## config.mk

```make
export PLATFORM = sky130hd
export DESIGN_NAME = sqrt_arbiter
export DESIGN_NICKNAME = d
export VERILOG_FILES = /design/src/rtl/sqrt_arb_pkg.sv /design/src/rtl/sqrt_arbiter_rr_pick.sv /design/src/rtl/sqrt_arbiter.sv
export SDC_FILE = /design/constraint.sdc
export NUM_CORES = 1
export LEC_CHECK = 0
export BUFFER_PORTS_ARGS = -buffer_cell sky130_fd_sc_hd__buf_4
export CORE_UTILIZATION = 51
export CTS_CLUSTER_SIZE = 24
export DETAILED_ROUTE_END_ITERATION = 8
export HOLD_SLACK_MARGIN = 0.08
export PLACE_DENSITY = 0.93
export SETUP_SLACK_MARGIN = 0.1
export SLEW_MARGIN = 15
export SYNTH_ARGS = -nofsm -noshare
export SYNTH_HDL_FRONTEND = slang
export SYNTH_SLANG_ARGS = --single-unit
```

## constraint.sdc

```tcl
create_clock -name clk -period 9 [get_ports clk]
set_input_delay 1.8 -clock clk [delete_from_list [all_inputs] [get_ports clk]]
set_output_delay 1.8 -clock clk [all_outputs]
set_load 0.1 [all_outputs]
```

## src/rtl/sqrt_arb_pkg.sv

```systemverilog
// Shared types and default sizing for the square-root arbiter.
package sqrt_arb_pkg;

    localparam int unsigned N_DEF       = 4;
    localparam int unsigned W_DEF       = 16;
    localparam int unsigned TIMEOUT_DEF = 64;

    typedef enum logic [2:0] {
        IDLE,
        ISSUE,
        WAIT,
        RESP,
        CLEAR
    } state_t;

endpackage

```

## src/rtl/sqrt_arbiter_rr_pick.sv

```systemverilog
// Combinational round-robin picker: searches upward from ptr+1 (mod N)
// and returns the first requesting index as one-hot and binary.
module rr_pick
    import sqrt_arb_pkg::*;
#(
    parameter int unsigned N  = N_DEF,
    parameter int unsigned IW = 2
) (
    input  logic [N-1:0]  req,
    input  logic [IW-1:0] ptr,
    output logic [N-1:0]  onehot,
    output logic [IW-1:0] idx,
    output logic          valid
);

    logic [IW-1:0] cand;

    // First requester found after ptr wins; later candidates are masked by valid.
    always_comb begin
        onehot = '0;
        idx    = '0;
        valid  = 1'b0;
        cand   = '0;
        for (int unsigned k = 0; k < N; k++) begin
            cand = IW'((32'(ptr) + k + 32'd1) % N);
            if (!valid && req[cand]) begin
                onehot[cand] = 1'b1;
                idx          = cand;
                valid        = 1'b1;
            end
        end
    end

endmodule

```

## src/rtl/sqrt_arbiter.sv

```systemverilog
// Shares one square-root unit among N requesters with round-robin
// arbitration, a done timeout and a reset pulse to the unit after each job.
module sqrt_arbiter
    import sqrt_arb_pkg::*;
#(
    parameter int unsigned N       = N_DEF,
    parameter int unsigned W       = W_DEF,
    parameter int unsigned TIMEOUT = TIMEOUT_DEF
) (
    input  logic             clk,
    input  logic             rst,
    input  logic [N-1:0]     req,
    input  logic [N*W-1:0]   operand_i,
    output logic [N-1:0]     grant,
    output logic [N-1:0]     ack,
    output logic [W/2-1:0]   result_o,
    output logic             err,
    output logic             busy,
    output logic             sq_init,
    output logic [W-1:0]     sq_operand,
    output logic             sq_rst,
    input  logic             sq_done,
    input  logic [W/2-1:0]   sq_result
);

    localparam int unsigned IW = (N > 1) ? $clog2(N) : 1;
    localparam int unsigned CW = (TIMEOUT > 1) ? $clog2(TIMEOUT) : 1;

    state_t        state;
    logic [IW-1:0] ptr;
    logic [CW-1:0] cnt;
    logic          sq_rst_q;

    logic [N-1:0]  pick_onehot;
    logic [IW-1:0] pick_idx;
    logic          pick_valid;
    logic [W-1:0]  op_sel;

    rr_pick #(
        .N  (N),
        .IW (IW)
    ) u_pick (
        .req    (req),
        .ptr    (ptr),
        .onehot (pick_onehot),
        .idx    (pick_idx),
        .valid  (pick_valid)
    );

    // The unit is held in reset by the global reset as well as the CLEAR pulse.
    assign sq_rst = rst | sq_rst_q;

    // Select the winner's operand slice.
    always_comb begin
        op_sel = '0;
        for (int unsigned i = 0; i < N; i++) begin
            if (pick_idx == IW'(i)) op_sel = operand_i[i*W +: W];
        end
    end

    // Control FSM; every output is set on entry to the state it belongs to.
    always_ff @(posedge clk) begin
        if (rst) begin
            state      <= IDLE;
            ptr        <= IW'(N - 1);
            cnt        <= '0;
            grant      <= '0;
            ack        <= '0;
            result_o   <= '0;
            err        <= 1'b0;
            busy       <= 1'b0;
            sq_init    <= 1'b0;
            sq_operand <= '0;
            sq_rst_q   <= 1'b0;
        end else begin
            ack      <= '0;
            err      <= 1'b0;
            sq_init  <= 1'b0;
            sq_rst_q <= 1'b0;
            result_o <= '0;
            unique case (state)
                IDLE: begin
                    if (pick_valid) begin
                        grant      <= pick_onehot;
                        ptr        <= pick_idx;
                        sq_operand <= op_sel;
                        busy       <= 1'b1;
                        state      <= ISSUE;
                    end
                end
                ISSUE: begin
                    sq_init <= 1'b1;
                    cnt     <= '0;
                    state   <= WAIT;
                end
                WAIT: begin
                    if (sq_done) begin
                        ack      <= grant;
                        result_o <= sq_result;
                        state    <= RESP;
                    end else if (cnt == CW'(TIMEOUT - 1)) begin
                        err      <= 1'b1;
                        grant    <= '0;
                        sq_rst_q <= 1'b1;
                        state    <= CLEAR;
                    end else begin
                        cnt <= cnt + 1'b1;
                    end
                end
                RESP: begin
                    grant    <= '0;
                    sq_rst_q <= 1'b1;
                    state    <= CLEAR;
                end
                CLEAR: begin
                    busy  <= 1'b0;
                    state <= IDLE;
                end
                default: state <= IDLE;
            endcase
        end
    end

endmodule

```

==> results of run 1 <==
power groups by stage:
stage	clock network, mW	logic [mW]	registers (mW)
floorplan	0	0.409	0.511
global placement	0	0.767	0.292
detailed placement	0	0.783	0.292
CTS	0.159	0.788	0.289
global route	0.167	0.833	0.296
finish	0.159	0.792	0.291
critical path, cell delays in order:
cell and delay [ps]:
buf_4 150, or2_2 290, buf_4 230
final cells by class:
cell class | count | area share
inverter | 6 | 0.00630
clock inverter | 3 | 0.0129
clock buffer | 5 | 0.0192
sequential | 47 | 0.263
timing repair buffer | 116 | 0.244
tap | 67 | 0.0234
multi-input combinational | 201 | 0.431
state kept, by name, summed over array words and instances (netlist names):
register and cells:
grant 4, sq_init 1, ptr 2, result_o 8, busy 1, sq_operand 16
ack 4, sq_rst_q 1, state 3, err 1, cnt 6
layout by cell type, fill, tap and decap left out, types with 2 or more instances in the layout:
master and instances:
buf_4 116, dfxtp_1 47, mux2i_1 34, nand2_1 31, nor2_1 15, o21ai_0 14, and2_1 12, a21oi_1 11
o221ai_2 10, ha_1 9, inv_1 6, o221ai_1 6, clkbuf_8 5, and3_1 4, nand3_1 4, xor2_1 4
a21o_1 4, or2_2 3, or3_1 3, nand4_1 3, and3b_1 3, mux2_2 2, a211oi_1 2, nor2b_1 2
nor3b_1 2, nand2b_1 2, a221oi_1 2, a222oi_1 2
path summary, 6_finish.rpt:
check / start / endpoint / slack (ps) / depth (start not counted)
max: rst / sq_rst / 4720 / 3
min: sq_operand[4]$_SDFFE_PP0P_ / sq_operand[4]$_SDFFE_PP0P_ / 480 / 2
max reg2reg: ptr[0]$_SDFFE_PP1P_ / sq_operand[1]$_SDFFE_PP0P_ / 5090 / 7
min reg2reg: sq_operand[4]$_SDFFE_PP0P_ / sq_operand[4]$_SDFFE_PP0P_ / 480 / 2
stage by stage:
stage	hold slack, ps	utilization	cell area (um2)	setup WS [ps]	power [mW]
2_1_floorplan	459	-	2570	4660	0.920
3_3_place_gp	447	0.723	3460	4730	1.06
3_5_place_dp	451	0.723	3460	4590	1.08
4_1_cts	482	0.747	3580	4720	1.24
5_1_grt	494	0.747	3580	4700	1.30
6_report	478	0.747	3580	4720	1.24
metal layers:
| metal | routed length [um] | global-route usage |
|---|---|---|
| met5 | 0 | 0 |
| met4 | 218 | 0.129 |
| met3 | 328 | 0.0442 |
| met2 | 3740 | 0.484 |
| met1 | 2730 | 0.283 |
cells by family after synthesis:
group                    Yosys count  share of synthesized area
buffers and inverters             18                     0.0384
XOR/XNOR                           4                     0.0136
multiplexers                      38                      0.157
adder cells (fa/ha/maj)            9                     0.0438
AO/OA/AOI/OAI                     62                      0.206
flip-flops                        47                      0.366
AND/OR/NAND/NOR                   88                      0.175
==> results summary, run 1 <==
The critical path data arrival time came out at 2480 ps. The cell count after synthesis came out at 266. The part of the cycle the worst path needs came out at 0.476. The die covers 5330 um2.

The synthesized netlist occupies a cell area of 2570 um2. The worst-case IR drop observed on VDD is 299 uV. The clock sink total is 47. The first-pass detailed-route iteration total is 5. The area share of the leading cell type in the synthesized netlist is 0.366. The power density normalized to cell area is 347 nW/um2.

The number of H-tree levels came out at 2. Summed over all cells, the static leakage comes to 1.72 nW. The net count after synthesis is 354. The final setup skew came out at 9.22 ps.

The number of inserted filler cells in the final layout is 339. Summing all multi-input logic gate instances after layout gives 1540 um2. The tool flagged a number of max-cap violations equal to 0. The final wirelength is 7010 um. Entering global routing, the biggest net connects 34 pins.

Summed over all instances, the cell type with the most area after synthesis is dfxtp_1. The final critical-path required period came out at 4280 ps. By count the netlist is led by 47 x dfxtp_1, 34 x mux2i_1, 31 x nand2_1. Detailed placement finished with a half-perimeter wire length of 5250 um.

Port buffering added 114 buffers. In the final layout, the share of cells above drive strength 1 is 0.386. The max-slew violation count is 0. In this run the horizontal extent of the chip is 73.0 um.

The sum of overflow across all layers after global routing is 0. The number of post-CTS setup repair buffers is 0. The internal power of the cells is 601 uW.

Dividing the detail-routed via count by the number of cells gives 5.67. The remaining max-slew budget at the tightest pin came out at 0.354. At the later pin of the worst-skew pair, clock insertion delay measures 310 ps. The longest clock path from root to sink contains 2 buffers. The clock buffer count from CTS came out at 5. The run finished with clean final reports.

The share of the yosys chip area belonging to registers is 0.366. The number of synthesized flops with an enable pin came out at 0. The most instantiated library cell after synthesis is dfxtp_1.

The combinational group share of total power is 0.638. The total global routing track utilization is 0.260. Setup repair after global routing left no endpoint under its margin.

The average detailed-routed wire length per instance is 15.8 um. In the synthesized netlist the dominant register cell turns out to be dfxtp_1. The proportion of power drawn by flip-flops and latches came out at 0.234.

The floorplan has 25 rows. The number of warnings printed during yosys synthesis came out at 0. The first-pass GRT wire length is 10,600 um. For this configuration, the core starts out at a cell density of 0.537. From bottom edge to top edge, the die measures 73.0 um. The clock transition time at the flip-flop clock pins of the worst setup and hold paths is 80 ps. The analysis attributes to net switching a power of 641 uW. For this run, asynchronously set or reset flops after synthesis account for 0.

The number of unique standard cell types used by synthesis came out at 48. The sequential cells in the finished layout cover a total of 941 um2. The kind of critical path is input pin to output port.

The kind of capture point of the worst setup path is an output port. The top-level I/O count is 115. For the pin with the worst max-slew slack, the measured transition is 963 ps. Setup violations remaining at the end of the flow were counted as 0. The path class of the tightest hold or removal check is flip-flop to flip-flop. The number of antenna violations at the first check in global routing came out at 0. Ranked by total cell area, the synthesized netlist is headed by dfxtp_1 37%, mux2i_1 13%, o221ai_2 5.8%, nand2_1 4.5%, ha_1 4.4%. The number of hold-repair buffers added at the cts stage is 0. The number of global-route vias before repair is 2,419. The net count of the finished layout is 465.

The antenna diode instance count is 0. The final antenna-violating net count is 0. The maximum fanout along the worst path came out at 12.

The post-layout instance count excluding filler cells is 445. TritonCTS built the clock tree. The area added between synthesis and finish came out at 39.1%. The final hold violation count came out at 0. The post-cts repair resize count came out at 0. The total number of vias is 2,521. The required time at the worst-slack endpoint is 7200 ps.

STA classifies the critical path startpoint as an input pin. Of the total power, the share spent switching nets is 0.516. The part of the power in the clock network is 0.128. The final weighted congestion of routability-driven global placement came out at 0.976. The highest clock frequency the design can meet is 0.234 GHz. A synthesized cell averages 9.67 um2. Summed over all failing endpoints, the final setup total negative slack is 0 ps. The core area is 4790 um2.

The root buffer cell chosen for the clock tree is clkbuf_8. The cell count after placement is 437. The number of design-rule violations left by the first detailed-router iteration is 102. In the routed design, unresolved DRC markers number 0. The synthesized flop and latch total came out at 47.
(Power assumes the default switching activity.)
==> run 2: changes to the inputs <==
- ABC_AREA: unset -> 1
- CORE_UTILIZATION: 51 -> 48
- PLACE_DENSITY: 0.93 -> 0.87
- clock period: 9 -> 4.2 ns (I/O delays scaled with it)
==> run 2 against run 1 <==
  * Clock skew grew 1.7 ps
  * Final cell count grew 29%
  * Clock power increased by 82%
  * Sequential power up 130%
  * Cell area up 2.0%
  * Worst hold slack lost 21 ps
  * First-iteration DRC count fell by 11%
  * Non-clock buffer count shrank 2
  * Register-to-register slack worse by 3800 ps
  * Total power rose to 2.7 times the previous value
  * Flip-flop and latch count stayed put
  * Largest power group unchanged
==> results summary, run 2 <==
By count the netlist is led by 93 x nand2_1, 47 x dfxtp_1, 46 x inv_1. For this run, the number of Yosys warnings is 0. The largest registers in the layout are sq_operand (16), result_o (8), cnt (6). The biggest area contributor in the post-synthesis netlist is dfxtp_1. The final hold violation count came out at 0.

The root buffer cell chosen for the clock tree is clkbuf_8. The met2 track utilization from global routing came out at 0.419. The buffer levels on the longest clock path is 2. The worst-case vdd ir drop came out at 612 uV. The area share of the leading cell type in the synthesized netlist came out at 0.350. After clock tree synthesis, the flow added hold-fix buffers numbering 0.

The global routing met1 resource utilization is 0.272. The flow ran to the end, and the final reports show no timing, DRC or antenna violations. The share of the yosys chip area belonging to registers is 0.350. The die width came out at 76.8 um. Setup violations remaining at the end of the flow were counted as 0. The critical path in this run is classified as flip-flop to flip-flop. The number of nets in the final layout came out at 589.

The detailed-route DRC error count is 0. Once the clock tree was built, the resizer swapped 0 gates to a different size. The area added between synthesis and finish came out at 35.7%. The first global-routing pass estimated 11,400 um of wire.

The number of unique standard cell types used by synthesis is 38. The max-slew violation count is 0. The worst hold path belongs to the class flip-flop to flip-flop. Setup repair after global routing left no endpoint under its margin.

In this run the count of I/O pins placed on the die edge is 115. The synthesized design contains 0 enable-type register cells. The core area came out at 5240 um2. The clock sink total came out at 47. The most used routing layer is met2. For this run, the top clock speed supported by timing is 0.339 GHz.

The post-synthesis instance area is 2690 um2. The part of the cycle the worst path needs is 0.702. The remaining max-slew budget at the tightest pin is 0.637.

The post-detailed-route via-to-cell ratio came out at 5.11. The worst setup path is launched from a flip-flop. The number of H-tree levels is 2. The final-layout setup total negative slack is 0 ps. The max-cap check violation count is 0. The sum of overflow across all layers after global routing came out at 0. The total number of vias came out at 2,925. The placement row count is 26.

The register containing the most flip-flops in the final layout is sq_operand. The pin count of the biggest net entering global routing is 24. The post-route worst setup slack is 1250 ps.

Data on the critical path is required at its endpoint by 4450 ps. The critical path data arrival time is 3190 ps. The power density normalized to cell area came out at 914 nW/um2. For the worst-skew pair, the clock arrives at the later sink with an insertion delay of 310 ps. The number of antenna violations at the first check in global routing was 0. Once placement completed, the tool counted placed cells totaling 564.

For this block, the routed nets add up to 6900 um of wire. Yosys instantiated no cell more often than nand2_1. The HPWL after detailed placement is 5370 um.

Of all flip-flops after synthesis, the portion carrying an async set or reset was 0. After technology mapping, the gate count stands at 392. In this run, synthesis produced a sequential element count of 47. The fraction of layout cells with a size suffix above 1 came out at 0.305.

TritonCTS built the clock tree. The worst setup slack before clock tree synthesis is 1310 ps. The final setup skew is 11.0 ps. The congestion estimate from routability-driven global placement came to 0.966.

The depth of the worst hold-timing path is 2. The clock buffer count from CTS came out at 5. For met3 alone, demand over resource in global routing was 0.0607.

The number of nets handed over by synthesis was 480. Once detail routing completed, the nets flagged for antenna violations numbered 0. The total global routing track utilization is 0.240. The average detailed-routed wire length per instance is 12.1 um. The maximum fanout along the worst path is 15. The first routing iteration left 91 violations. The starting density of the core came out at 0.513. The worst setup path is captured at a flip-flop. The number of cells on the worst reg-to-reg path came out at 13. The most common library cell in the layout ignoring fill and taps is buf_4.

The antenna diode instance count is 0. The mean instance size in the synthesized netlist is 6.86 um2. The clock transition time at the flip-flop clock pins of the worst setup and hold paths is 90 ps. The number of buffers inserted by port buffering came out at 114.

The flip-flop count of the largest register after layout came out at 16. The reported leakage power is 1.82 nW. The final core utilization came out at 0.696. The height of the die came out at 76.8 um. The die area came out at 5900 um2. The final critical-path required period came out at 2950 ps.

The top cell types in the final layout, fill and taps aside, are 114 x buf_4, 93 x nand2_1, 47 x dfxtp_1. The number of post-CTS setup repair buffers came out at 0. The transition time at the pin with the least slew margin is 544 ps. In the post-synthesis netlist, the biggest area contributors are dfxtp_1 35%, nand2_1 13%, inv_1 6.4%, a21oi_1 5.8%, nand3_1 5.2%. The predominant post-synthesis flop cell is dfxtp_1. The first-pass detailed-route iteration total came out at 5.

Leaving out filler cells and counting taps, the final layout contains 572. The number of global-route vias before repair came out at 2,670.
run 2: cell types whose count changed after synthesis, sizes merged, moves of 5 or more:
| cell | change |
|---|---|
| a21oi | +23 |
| nand3 | +29 |
| nand2 | +70 |
| inv | +45 |
| mux2i | -34 |
| o221ai | -16 |
| and2 | -12 |
| nand4 | +5 |
| nor2 | +26 |
| o21ai | +15 |
run 2: metrics by stage:
step                      total power [mW]  hold slack [ps]  cell area (um2)
after global routing                  3.61              470             3650
after CTS                             3.34              457             3650
after detailed placement              3.05              437             3550
after floorplan                       2.64              464             2690
after global placement                3.00              433             3550
final                                 3.33              458             3650
run 2: final timing paths:
path / from / endpoint / slack (ps)
hold reg to reg: grant[3]$_SDFFE_PP0P_ / ack[3]$_SDFF_PP0_ / 460
hold / removal: grant[3]$_SDFFE_PP0P_ / ack[3]$_SDFF_PP0_ / 460
setup reg to reg: ptr[0]$_SDFFE_PP1P_ / sq_operand[1]$_SDFFE_PP0P_ / 1250
setup / recovery: ptr[0]$_SDFFE_PP1P_ / sq_operand[1]$_SDFFE_PP0P_ / 1250
run 2: cell families after synthesis:
family	after synthesis	synth area share
adder cells (fa/ha/maj)	9	0.0419
AND/OR/NAND/NOR	197	0.348
AO/OA/AOI/OAI	75	0.155
flip-flops	47	0.350
buffers and inverters	64	0.104
run 2: critical path, stage by stage (launching register included):
cell	delay (ps)
dfxtp_1	670
inv_2	230
ha_1	380
inv_1	120
nand3_2	120
nand2_4	110
inv_4	60
nand4_1	100
nand3_2	250
nor2_2	470
nand2_1	110
nand4_1	90
nand2_1	60
a21oi_1	110
run 2: area by class of cell:
| class | instances | area (um2) |
|---|---|---|
| fill | 453 | 1590 |
| multi-input combinational | 281 | 1470 |
| sequential | 47 | 941 |
| timing repair buffer | 114 | 856 |
| inverter | 52 | 201 |
| tap | 70 | 87.6 |
| clock buffer | 7 | 86.3 |
| clock inverter | 1 | 8.76 |
run 2: where the power goes:
part	switching, mW	internal [mW]	total [mW]	leakage, nW
logic	1.73	0.657	2.39	1.39
clock network	0.154	0.135	0.289	0.0484
registers	0.0890	0.566	0.655	0.385
run 2: per-layer routing:
layer	vias to the layer above	part of all wire
met4	0	0.029
met5	-	0
li1	1488	-
met3	17	0.068
met1	1309	0.42
met2	111	0.49
